File: config.mk
export PLATFORM = sky130hd
export DESIGN_NAME = mdio_master
export DESIGN_NICKNAME = d
export VERILOG_FILES = /design/src/rtl/mdio_pkg.sv /design/src/rtl/mdc_gen.sv /design/src/rtl/mdio_master.sv
export SDC_FILE = /design/constraint.sdc
export NUM_CORES = 1
export LEC_CHECK = 0
export CORE_MARGIN = 5
export CORE_UTILIZATION = 55
export DETAILED_ROUTE_END_ITERATION = 16
export GPL_TIMING_DRIVEN = 0
export MAX_ROUTING_LAYER = met4
export PLACE_DENSITY_LB_ADDON = 0.2
export SLEW_MARGIN = 10
export SYNTH_ARGS = -nofsm -noshare
export SYNTH_HDL_FRONTEND = slang
export SYNTH_SLANG_ARGS = --single-unit
File: constraint.sdc
create_clock -name clk -period 6.2 [get_ports clk]
set_input_delay 1.24 -clock clk [delete_from_list [all_inputs] [get_ports clk]]
set_output_delay 1.24 -clock clk [all_outputs]
set_load 0.01 [all_outputs]
File: src/rtl/mdio_pkg.sv
// Shared MDIO Clause 22 definitions: frame field layout, opcodes and the
// initiator state encoding. Also imported by the PHY-side controller.
package mdio_pkg;

    localparam logic [1:0] ST_CODE  = 2'b01;
    localparam logic [1:0] OP_WRITE = 2'b01;
    localparam logic [1:0] OP_READ  = 2'b10;

    localparam int ST_MSB     = 31;
    localparam int OP_MSB     = 29;
    localparam int PHYAD_MSB  = 27;
    localparam int REGAD_MSB  = 22;
    localparam int TA_MSB     = 17;
    localparam int DATA_MSB   = 15;
    localparam int FRAME_BITS = 32;

    typedef logic [1:0] mdio_state_t;

    localparam mdio_state_t S_IDLE     = 2'd0;
    localparam mdio_state_t S_PREAMBLE = 2'd1;
    localparam mdio_state_t S_FRAME    = 2'd2;
    localparam mdio_state_t S_DONE     = 2'd3;

    // A frame is only worth sending with the Clause 22 start code and a read/write opcode.
    function automatic logic frame_valid(input logic [FRAME_BITS-1:0] w);
        return (w[ST_MSB -: 2] == ST_CODE) &&
               ((w[OP_MSB -: 2] == OP_WRITE) || (w[OP_MSB -: 2] == OP_READ));
    endfunction

endpackage

File: src/rtl/mdc_gen.sv
// MDC divider: half-period of CLK_DIV clk cycles while enabled, parked low otherwise.
// rise_tick/fall_tick flag the clk edge on which mdc goes high/low.
module mdc_gen #(
    parameter int CLK_DIV = 2
) (
    input  logic clk,
    input  logic reset,
    input  logic enable,
    output logic mdc,
    output logic rise_tick,
    output logic fall_tick
);

    localparam int            CW   = (CLK_DIV > 1) ? $clog2(CLK_DIV) : 1;
    localparam logic [CW-1:0] TERM = CW'(CLK_DIV - 1);

    logic [CW-1:0] cnt_q, cnt_d;
    logic          mdc_q, mdc_d;
    logic          terminal;

    assign terminal  = enable && (cnt_q == TERM);
    assign rise_tick = terminal && !mdc_q;
    assign fall_tick = terminal && mdc_q;
    assign mdc       = mdc_q;

    always_comb begin
        cnt_d = cnt_q;
        mdc_d = mdc_q;
        if (!enable) begin
            cnt_d = '0;
            mdc_d = 1'b0;
        end else if (terminal) begin
            cnt_d = '0;
            mdc_d = ~mdc_q;
        end else begin
            cnt_d = cnt_q + 1'b1;
        end
    end

    always_ff @(posedge clk or posedge reset) begin
        if (reset) begin
            cnt_q <= '0;
            mdc_q <= 1'b0;
        end else begin
            cnt_q <= cnt_d;
            mdc_q <= mdc_d;
        end
    end

endmodule

File: src/rtl/mdio_master.sv
// MDIO station-management initiator: preamble plus one Clause 22 frame per request,
// releasing the line at turnaround on reads and capturing 16 data bits.
module mdio_master
    import mdio_pkg::*;
#(
    parameter int CLK_DIV      = 2,
    parameter int PREAMBLE_LEN = 32
) (
    input  logic        clk,
    input  logic        reset,
    input  logic        mdio_start,
    input  logic [31:0] t_data,
    input  logic        mdio_in,
    output logic        mdc,
    output logic        mdio_out,
    output logic        mdio_oe,
    output logic [15:0] rd_data,
    output logic        mdio_done,
    output logic        busy,
    output logic [1:0]  dbg_state
);

    localparam int            PW        = (PREAMBLE_LEN > 1) ? $clog2(PREAMBLE_LEN) : 1;
    localparam logic [PW-1:0] PRE_LAST  = PW'(PREAMBLE_LEN - 1);
    localparam logic [4:0]    TA_LAST   = 5'(TA_MSB);
    localparam logic [4:0]    DATA_LAST = 5'(DATA_MSB);

    mdio_state_t     state_q, state_d;
    logic [31:0]     frame_q, frame_d;
    logic [PW-1:0]   pre_cnt_q, pre_cnt_d;
    logic [4:0]      bit_idx_q, bit_idx_d;
    logic [15:0]     shift_q, shift_d;
    logic [15:0]     rd_q, rd_d;
    logic            out_q, out_d;
    logic            oe_q, oe_d;
    logic            done_q, done_d;
    logic            busy_q, busy_d;
    logic [4:0]      next_idx;
    logic            mdc_en;
    logic            rise_tick;
    logic            fall_tick;
    logic            is_read;

    assign mdc_en  = (state_q == S_PREAMBLE) || (state_q == S_FRAME);
    assign is_read = (frame_q[OP_MSB -: 2] == OP_READ);

    mdc_gen #(.CLK_DIV(CLK_DIV)) u_mdc_gen (
        .clk       (clk),
        .reset     (reset),
        .enable    (mdc_en),
        .mdc       (mdc),
        .rise_tick (rise_tick),
        .fall_tick (fall_tick)
    );

    // Request handshake: mdio_start is a one-cycle strobe looked at only in IDLE;
    // busy covers acceptance through the mdio_done cycle, where it drops.
    always_comb begin
        state_d   = state_q;
        frame_d   = frame_q;
        pre_cnt_d = pre_cnt_q;
        bit_idx_d = bit_idx_q;
        shift_d   = shift_q;
        rd_d      = rd_q;
        out_d     = out_q;
        oe_d      = oe_q;
        busy_d    = busy_q;
        done_d    = 1'b0;
        next_idx  = bit_idx_q - 5'd1;
        case (state_q)
            S_IDLE: begin
                if (mdio_start && frame_valid(t_data)) begin
                    frame_d   = t_data;
                    busy_d    = 1'b1;
                    oe_d      = 1'b1;
                    out_d     = 1'b1;
                    pre_cnt_d = '0;
                    shift_d   = '0;
                    state_d   = S_PREAMBLE;
                end
            end
            S_PREAMBLE: begin
                if (fall_tick) begin
                    if (pre_cnt_q == PRE_LAST) begin
                        state_d   = S_FRAME;
                        bit_idx_d = 5'(FRAME_BITS - 1);
                        out_d     = frame_q[FRAME_BITS-1];
                    end else begin
                        pre_cnt_d = pre_cnt_q + 1'b1;
                    end
                end
            end
            S_FRAME: begin
                if (rise_tick && is_read && (bit_idx_q <= DATA_LAST)) begin
                    shift_d = {shift_q[14:0], mdio_in};
                end
                // Every launch happens on an MDC fall so the bit is settled at the next rise.
                if (fall_tick) begin
                    if (bit_idx_q == 5'd0) begin
                        state_d = S_DONE;
                        done_d  = 1'b1;
                        busy_d  = 1'b0;
                        oe_d    = 1'b0;
                        out_d   = 1'b0;
                        if (is_read) begin
                            rd_d = shift_q;
                        end
                    end else begin
                        bit_idx_d = next_idx;
                        if (is_read && (next_idx <= TA_LAST)) begin
                            oe_d  = 1'b0;
                            out_d = 1'b0;
                        end else begin
                            out_d = frame_q[next_idx];
                        end
                    end
                end
            end
            S_DONE: begin
                state_d = S_IDLE;
            end
            default: begin
                state_d = S_IDLE;
            end
        endcase
    end

    always_ff @(posedge clk or posedge reset) begin
        if (reset) begin
            state_q   <= S_IDLE;
            frame_q   <= '0;
            pre_cnt_q <= '0;
            bit_idx_q <= '0;
            shift_q   <= '0;
            rd_q      <= '0;
            out_q     <= 1'b0;
            oe_q      <= 1'b0;
            done_q    <= 1'b0;
            busy_q    <= 1'b0;
        end else begin
            state_q   <= state_d;
            frame_q   <= frame_d;
            pre_cnt_q <= pre_cnt_d;
            bit_idx_q <= bit_idx_d;
            shift_q   <= shift_d;
            rd_q      <= rd_d;
            out_q     <= out_d;
            oe_q      <= oe_d;
            done_q    <= done_d;
            busy_q    <= busy_d;
        end
    end

    assign mdio_out  = out_q;
    assign mdio_oe   = oe_q;
    assign rd_data   = rd_q;
    assign mdio_done = done_q;
    assign busy      = busy_q;
    assign dbg_state = state_q;

endmodule
==> impl_metrics.env <==
export IMPL_cp_end_kind="register"
export IMPL_drc=0
export IMPL_dr_total_vias=2610
export IMPL_status="finished, final reports clean"
export IMPL_fp_dieW_um=93.8
export IMPL_postRouteAntennaNets=0
export IMPL_grt_pass1_wl_um=12800
export IMPL_pre_cts_slack_ns=3.04
export IMPL_ctsResizeCount=0
export IMPL_ys_ff_latch=82
export IMPL_post_drt_wl_per_cell_um=15.4
export IMPL_setup_viol=0
export IMPL_finalSetupTns_ns=0
export IMPL_hold_buffers=0
export IMPL_syn_area_per_cell_um2=12.2
export IMPL_timing_final_ws_setup_ns=3.42
export IMPL_fin_crit_sh_pct=44.8
export IMPL_dr_pass1_iters=4
export IMPL_switching_share_pct=33.2
export IMPL_syn_inst=317
export IMPL_p_sw_uw=608
export IMPL_syn_area_mm2=0.00386
export IMPL_p_per_area_mw_per_mm2=381
export IMPL_tightest_slew_ns=0.649
export IMPL_yosys_top_cells_count="82 x dfrtp_1, 44 x nand2_1, 35 x mux2_2"
export IMPL_synth_edf_count=0
export IMPL_grt_start_max_net_pins=43
export IMPL_antenna_found_initial=0
export IMPL_die_h_um=93.8
export IMPL_p_leak_uw=0.00216
export IMPL_combPwrFrac_pct=34.0
export IMPL_ys_types=44
export IMPL_slew_headroom_pct=56.4
export IMPL_drive_gt1_share_pct=22.4
export IMPL_max_cap_violations=0
export IMPL_fin_crit_ns=2.78
export IMPL_clk_latency_ns=0.35
export IMPL_async_flop_share_pct=100
export IMPL_yosysMostFrequentCell="dfrtp_1"
export IMPL_critPathLaunchType="primary input"
export IMPL_viasPerCell=5.35
export IMPL_cts_inserted_buffers=9
export IMPL_drt_wl_total_um=7530
export IMPL_core_mm2=0.00683
export IMPL_fmax_mhz=360
export IMPL_min_path_type="register to register"
export IMPL_io_pins=59
export IMPL_root_buffer="clkbuf_8"
export IMPL_track_usage_pct=19.1
export IMPL_drt_iter0_markers=149
export IMPL_synth_fp_nets=362
export IMPL_netlist_area_leader_share_pct=53.1
export IMPL_utilization_pct=70.5
export IMPL_slew_violations=0
export IMPL_post_dp_hpwl_um=5360
export IMPL_ys_flop_type="dfrtp_1"
export IMPL_seqPwrFrac_pct=41.7
export IMPL_critPathArrivalTime_ns=3.00
export IMPL_yosys_top_cells_area="dfrtp_1 53%, mux2_2 10%, nand2_1 4.3%"
export IMPL_numPortBuffers=58
export IMPL_synth_warnings=0
export IMPL_tritoncts="done"
export IMPL_finalHoldViolCount=0
export IMPL_cts_max_level=3
export IMPL_synth_seq_area_share_pct=53.1
export IMPL_grt_overflow_total=0
export IMPL_ir_drop_v=0.000244
export IMPL_yosysTopAreaCell="dfrtp_1"
export IMPL_p_clk_share_pct=24.3
export IMPL_die_area_mm2=0.00880
export IMPL_path_class="primary input to register"
export IMPL_gp_congestion=0.816
export IMPL_intPower_uw=1230
export IMPL_rows=30
export IMPL_cts_sinks=82
export IMPL_rsz0062_at_grt="false"
export IMPL_antenna_cells=0
export IMPL_n_fill_cell=508
export IMPL_crit_required_ns=6.42
export IMPL_syn2layout_area_growth_pct=24.7
export IMPL_start_util_pct=56.6
export IMPL_post_cts_setup_buffers=0
export IMPL_crit_fanout=10
export IMPL_clock_path_buffers=2
export IMPL_skew_ns=0.00898
export IMPL_grt_pass1_vias=2656
export IMPL_clk_pin_slew_worst_paths_ns=0.09
export IMPL_nets=432
[area by class of cell]
class                      count  area [um2]  share of cell area, %
timing repair buffer          59         601                   12.5
tap                           96         120                   2.49
clock inverter                 7         108                   2.23
clock buffer                   9         124                   2.57
inverter                       8        32.5                  0.675
multi-input combinational    209        1660                   34.5
sequential                    82        2050                   42.6
buffer                        18         118                   2.44
[through the flow]
stage / total power [uW] / cell area [um2] / cells / hold WS [ns]
after global placement: 1370 / 4560 / 471 / 0.449
final: 1840 / 4820 / 488 / 0.483
after detailed placement: 1400 / 4590 / 472 / 0.463
after CTS: 1850 / 4820 / 488 / 0.484
after global routing: 1960 / 4820 / 488 / 0.499
after floorplan: 1210 / 3860 / 317 / 0.434
[metal layers]
| metal | part of all wire [%] | GRT usage, % | up-vias |
|---|---|---|---|
| met5 | 0 | - | - |
| met4 | 1.6 | 7.34 | 0 |
| met3 | 4.1 | 3.77 | 10 |
| met2 | 50 | 30.3 | 65 |
| met1 | 44 | 24.4 | 1291 |
| li1 | - | - | 1244 |
[critical path: stages]
cell,delay (ns)
clkdlybuf4s50_1,0.46
xnor2_1,0.16
o31a_1,0.29
buf_6,0.14
a21o_1,0.21
clkbuf_1,0.27
nand2_1,0.14
o21ai_0,0.10
[power by group through the flow]
stage	clock (uW)	sequential, uW	combinational, uW
floorplan	0	756	452
CTS	455	768	626
detailed placement	0	776	620
finish	446	766	623
global route	477	786	693
global placement	0	767	598
[sequential cells by signal (all words and copies together), names as in the netlist]
signal and flops:
bit_idx_q 5, busy 1, dbg_state 2, frame_q 32
mdio_done 1, mdio_oe 1, mdio_out 1, pre_cnt_q 5
rd_data 16, shift_q 16, u_mdc_gen.cnt_q 1, u_mdc_gen.mdc 1
[kinds of logic after synthesis]
| logic type | share of synthesized area [%] |
|---|---|
| simple gates | 11.1 |
| flops | 53.1 |
| mux | 20.7 |
| compound gates | 6.80 |
| buf+inv | 3.82 |
| fa+ha+maj | 2.91 |
| xor+xnor | 1.59 |
[placed cells by master, fill, tap and decap left out, types with 2 or more instances in the layout]
cell	count
dfrtp_1	82
clkdlybuf4s50_1	58
nand2_1	44
mux2_2	35
o21ai_0	21
mux2i_1	12
nor2_1	11
mux2_4	10
ha_1	9
clkbuf_8	9
a21oi_1	7
nor3_1	6
nand3_1	6
mux4_2	6
buf_6	5
clkbuf_1	5
inv_1	5
nand2b_1	5
xnor2_1	4
buf_2	4
nor2b_1	4
clkbuf_2	3
xor2_1	3
and3_1	2
inv_2	2
o22a_1	2
o31ai_1	2
o21ai_1	2
and2_1	2
bufinv_16	2
inv_6	2
inv_8	2
[final timing paths]
| kind | startpoint | to | slack [ns] | depth (start not counted) |
|---|---|---|---|---|
| min reg2reg | frame_q[30]$_DFFE_PP0P_ | frame_q[30]$_DFFE_PP0P_ | 0.48 | 1 |
| min | frame_q[30]$_DFFE_PP0P_ | frame_q[30]$_DFFE_PP0P_ | 0.48 | 1 |
| max | t_data[28] | shift_q[4]$_DFFE_PP0P_ | 3.42 | 8 |
| max in group asynchronous | reset | pre_cnt_q[2]$_DFFE_PP0P_ | 4.33 | 3 |
| min in group asynchronous | reset | frame_q[9]$_DFFE_PP0P_ | 1.28 | 2 |
| max reg2reg | bit_idx_q[0]$_DFFE_PP0P_ | mdio_out$_DFFE_PP0P_ | 3.69 | 8 |
Power figures use the tool's default switching activity.
